[config.mk]
export PLATFORM = sky130hd
export DESIGN_NAME = div32_seq
export DESIGN_NICKNAME = d
export VERILOG_FILES = /design/src/rtl/div32_seq.sv
export SDC_FILE = /design/constraint.sdc
export NUM_CORES = 1
export LEC_CHECK = 0
export CORE_MARGIN = 10
export CORE_UTILIZATION = 57
export CTS_CLUSTER_DIAMETER = 30
export DETAILED_ROUTE_END_ITERATION = 16
export HOLD_SLACK_MARGIN = 0.1
export PLACE_DENSITY = 0.81
export SYNTH_ARGS = -nofsm -noshare
export SYNTH_HDL_FRONTEND = slang
export SYNTH_SLANG_ARGS = --single-unit
[constraint.sdc]
create_clock -name clk -period 3.5 [get_ports clk]
set_input_delay 0.525 -clock clk [delete_from_list [all_inputs] [get_ports clk]]
set_output_delay 0.525 -clock clk [all_outputs]
set_load 0.02 [all_outputs]
[src/rtl/div32_seq.sv]
// Iterative radix-2 restoring divider, signed/unsigned, start/busy/done handshake.
// Optional early exit for trivial operands is enabled with `define DIV32_EARLY_OUT_EN.
module div32_seq #(
  parameter int unsigned WIDTH = 32,
  parameter int unsigned CNT_W = 6
) (
  input  logic             clk,
  input  logic             rst,
  input  logic             start,
  input  logic [WIDTH-1:0] DIVIDEND,
  input  logic [WIDTH-1:0] DIVISOR,
  input  logic             alu_signed,
  output logic             busy,
  output logic             done,
  output logic [WIDTH-1:0] QUOT,
  output logic [WIDTH-1:0] REM,
  output logic             div_by_zero,
  output logic             overflow
);

  typedef enum logic [1:0] {S_IDLE, S_CALC, S_FIX} state_t;

  state_t           r_state;
  logic [CNT_W-1:0] r_cnt;
  logic [WIDTH-1:0] r_rem;
  logic [WIDTH-1:0] r_quo;
  logic [WIDTH-1:0] r_dsr;
  logic [WIDTH-1:0] r_dvd_raw;
  logic             r_qneg;
  logic             r_rneg;
  logic             r_dz;
  logic             r_ovf;

  logic             w_dvd_neg;
  logic             w_dsr_neg;
  logic [WIDTH-1:0] w_dvd_mag;
  logic [WIDTH-1:0] w_dsr_mag;
  logic             w_ovf_case;
  logic [WIDTH:0]   w_shift;
  logic [WIDTH:0]   w_trial;

  // Operand magnitudes and the special-case detect, evaluated on the live inputs at accept
  assign w_dvd_neg  = alu_signed & DIVIDEND[WIDTH-1];
  assign w_dsr_neg  = alu_signed & DIVISOR[WIDTH-1];
  assign w_dvd_mag  = w_dvd_neg ? WIDTH'(-DIVIDEND) : DIVIDEND;
  assign w_dsr_mag  = w_dsr_neg ? WIDTH'(-DIVISOR) : DIVISOR;
  assign w_ovf_case = alu_signed && (DIVIDEND == {1'b1, {(WIDTH-1){1'b0}}}) && (DIVISOR == '1);

  // Remainder stays below the divisor, so a (WIDTH+1)-bit trial subtract never loses the sign
  assign w_shift = {r_rem, r_quo[WIDTH-1]};
  assign w_trial = w_shift - {1'b0, r_dsr};

`ifdef DIV32_EARLY_OUT_EN
  logic w_early;
  assign w_early = (DIVISOR == '0) || (w_dvd_mag < w_dsr_mag);
`endif

  always_ff @(posedge clk) begin
    if (rst) begin
      r_state     <= S_IDLE;
      r_cnt       <= '0;
      r_rem       <= '0;
      r_quo       <= '0;
      r_dsr       <= '0;
      r_dvd_raw   <= '0;
      r_qneg      <= 1'b0;
      r_rneg      <= 1'b0;
      r_dz        <= 1'b0;
      r_ovf       <= 1'b0;
      busy        <= 1'b0;
      done        <= 1'b0;
      QUOT        <= '0;
      REM         <= '0;
      div_by_zero <= 1'b0;
      overflow    <= 1'b0;
    end else begin
      done <= 1'b0;
      case (r_state)
        S_IDLE: begin
          if (start) begin
            r_rem       <= '0;
            r_quo       <= w_dvd_mag;
            r_dsr       <= w_dsr_mag;
            r_dvd_raw   <= DIVIDEND;
            r_qneg      <= w_dvd_neg ^ w_dsr_neg;
            r_rneg      <= w_dvd_neg;
            r_dz        <= (DIVISOR == '0);
            r_ovf       <= w_ovf_case;
            r_cnt       <= '0;
            busy        <= 1'b1;
            div_by_zero <= 1'b0;
            overflow    <= 1'b0;
            r_state     <= S_CALC;
`ifdef DIV32_EARLY_OUT_EN
            if (w_early) begin
              r_quo   <= '0;
              r_rem   <= w_dvd_mag;
              r_state <= S_FIX;
            end
`endif
          end
        end
        S_CALC: begin
          if (!w_trial[WIDTH]) begin
            r_rem <= w_trial[WIDTH-1:0];
          end else begin
            r_rem <= w_shift[WIDTH-1:0];
          end
          r_quo <= {r_quo[WIDTH-2:0], ~w_trial[WIDTH]};
          r_cnt <= r_cnt + CNT_W'(1);
          if (r_cnt == CNT_W'(WIDTH - 1)) begin
            r_state <= S_FIX;
          end
        end
        S_FIX: begin
          // Divide-by-zero reports the raw dividend, bypassing sign correction
          if (r_dz) begin
            QUOT        <= '1;
            REM         <= r_dvd_raw;
            div_by_zero <= 1'b1;
          end else begin
            QUOT     <= r_qneg ? WIDTH'(-r_quo) : r_quo;
            REM      <= r_rneg ? WIDTH'(-r_rem) : r_rem;
            overflow <= r_ovf;
          end
          done    <= 1'b1;
          busy    <= 1'b0;
          r_state <= S_IDLE;
        end
        default: begin
          r_state <= S_IDLE;
          busy    <= 1'b0;
        end
      endcase
    end
  end

endmodule

==> run metrics <==
number of vias in the routed layout 12441; Critical Path AT 3.63 ns; RSZ-0062 raised after global routing false; Chip Height 166 um; crit start category register; Final Cycle Share 93.4%; nets@finish 1841; Crit Path Max Fanout 15; initial DRC count 1243; DR WL/cell 18.9 um; dpl cells 1962; GRT overflow 0; CTS Buffer Depth 3; Ys Warns 0; TritonCTS clock tree yes; Post-Syn Nets 1710; Static Leak 5.87 nW; Vias/cell 6.10; Antenna Cells 0; Slew Limit Fails 0; max cap viols 0; port bufs 135; clk_lat worst skew 0.52 ns; Netlist cell types 71; Cell Rows 53; Die ar. 27700 um^2; DRT Wirelength 38600 um; First-pass DRT Iterations 8; final antenna-violating net count 0; Worst Max-Slew Pin Slew 0.969 ns; DRC viols 0; Clock Power Share 54.2%; number of synthesized register bits 208; Cells after Synth 1603; Clock Pin Slew Worst Setup and Hold Paths 0.05 ns; status finished, final reports clean; Pint 5.73 mW; core area 21100 um^2; NetSw 1.96 mW; # fillers 1635; setup_tns 0 ns; total placed instance area 14000 um^2; post-route minimum period 3.27 ns; share of layout cells above drive strength 1 8.72%; Critical Path Source r_dsr[9]; number of synthesized flops with an enable pin 0; clk sink count 208; kind of critical path reg2reg; crit end category register; Non-Filler Instances 2041; hpwl dp 27800 um; die extent in x 166 um; placer congestion estimate 0.965; Tot GR Track Use 26.3%; # hold bufs at CTS 0; worst reg2reg setup slack 0.23 ns; Initial Util 58.0%; sequential share of power 33.3%; clk_skew 0.0203 ns; VDD IR-drop max 350 uV; Pwr Density 497 nW/um^2; Sw Share 25.5%; Post-synth ARST share 0%; total CTS buffers 45; Ports 136; Fmax achieved 306 MHz; first-pass GRT wire length 61700 um; largest net degree at the start of global routing 133; Area growth, synth to finish 26.6%; Root Driver clkbuf_16; initial antenna violation count 0; Crit path required time 3.86 ns; max_slew headroom 35.3%; hold wc startpoint REM[2]; Setup Viol. Count Final 0; type of the worst min-delay path reg2reg; CTS H-tree lvls 2; Main synth FF type dfxtp_1; Comb power frac 12.5%; Syn Std Cell Area 12200 um^2; final hold vios 0; worst r2r src r_dsr[9]; synthesized area per cell 7.63 um^2; WHS 0.449 ns; Finished Cell Area 15500 um^2; Seq/Total Area, Yosys 34.1%; vias in the first global route 11764
## worst max-delay path, stage by stage (launching register included)
cell and delay, ns:
dfxtp_1 0.35, inv_1 0.08, ha_1 0.36, a211oi_1 0.29, o21ai_0 0.17, a31oi_1 0.37
a311oi_2 0.20, or4b_1 0.59, nand3_2 0.18, buf_4 0.23, mux2i_1 0.19, o21ai_0 0.08
## routing by layer
metal	share of wire (%)	track usage [%]
met2	48	43.9
met1	42	33.2
met5	0	0
met4	3.1	9.97
met3	7.5	4.59
## kinds of logic after synthesis
group / synth area share, %
AOI/OAI and AO/OA: 24.6
xor gates and xnor gates: 9.81
adders and majority gates: 4.05
buffers and inverters: 4.93
DFF: 34.1
muxes: 0.737
and+or+nand+nor: 21.8
## state kept, by name, summed over array words and instances, names as in the netlist, 2 cells and up
signal,cells
r_rem,32
r_dsr,32
REM,32
r_cnt,6
r_state,2
QUOT,32
r_quo,32
r_dvd_raw,32
## cells in the final DEF, fill, tap and decap left out, drive strengths merged, types with 10 or more instances in the layout
master,count
a21oi,146
dfxtp,208
a222oi,30
and2,10
xor2,97
clkdlybuf4s50,134
clkbuf,61
nand4,13
or3,14
buf,52
o21ai,117
o31ai,27
nand2b,11
nor2,172
a211oi,63
nand3,14
or4,11
nand2,258
nor4,14
ha,38
inv,54
nor3,27
o41ai,16
xnor2,40
## layout make-up
type / count / area (um^2) / share of cell area, %
sequential: 208 / 4170 / 26.9
clock buffer: 61 / 1270 / 8.19
inverter: 54 / 203 / 1.31
tap: 275 / 344 / 2.22
multi-input combinational: 1239 / 7500 / 48.4
clock inverter: 18 / 236 / 1.53
timing repair buffer: 186 / 1770 / 11.4
## final timing paths
path | cells after the start | end
worst min register to register | 2 | REM[2]
worst min-delay path | 2 | REM[2]
worst max register to register | 11 | r_rem[17]
worst max-delay path | 11 | r_rem[17]
## cell usage after synthesis (4+ instances only)
library cell  instances  area share [%]
nand3b_1              7            0.43
buf_2                 5            0.20
clkbuf_1             87             2.7
nand2_1             258             7.9
inv_1                54             1.7
nor2b_1               8            0.41
and3_1                9            0.46
a311oi_1              7            0.50
buf_1                 7            0.21
o21ai_0             116             4.7
nor2_1              172             5.3
xnor2_1              40             2.9
or3_1                12            0.61
a31oi_1               9            0.46
a222oi_1             30             2.5
a22o_1                4            0.29
mux2i_1               9            0.74
or4_1                10            0.61
o21bai_1              7            0.43
nand3_1              14            0.57
nor4_1               10            0.51
xor2_1               97             6.9
ha_1                 38             3.9
o31a_1                4            0.29
dfxtp_1             208              34
a21oi_1             146             6.0
o31ai_1              26             1.6
nand2b_1              9            0.46
o41ai_1              16             1.1
and2_1                9            0.46
nand4_1              13            0.67
o21a_1                8            0.49
a21boi_0              4            0.25
nor3_1               25             1.0
a211oi_1             62             3.8
a21o_1                8            0.49
## power groups by stage
| stage | Sequential [mW] | Clock, mW | Combinational, mW |
|---|---|---|---|
| floorplan | 2.56 | 0 | 0.637 |
| global placement | 2.59 | 0 | 0.925 |
| detailed placement | 2.60 | 0 | 0.935 |
| CTS | 2.56 | 4.18 | 0.947 |
| global route | 2.57 | 4.32 | 1.05 |
| finish | 2.56 | 4.17 | 0.960 |
## through the flow
step                      power (mW)  utilization, %  setup WS [ns]
after floorplan                 3.20               -          0.557
after global placement          3.52            66.2          0.179
after detailed placement        3.53            66.2          0.123
after CTS                       7.69            73.4          0.121
after global routing            7.94            73.4         0.0419
final                           7.69            73.4          0.232
## what timing repair did
action / in CTS / in global routing
endpoints found under the setup margin: 0 / 10
hold endpoints to repair: 0 / 0
setup buffers: 0 / 0
resized for setup: 0 / 2
Power figures use the tool's default switching activity.
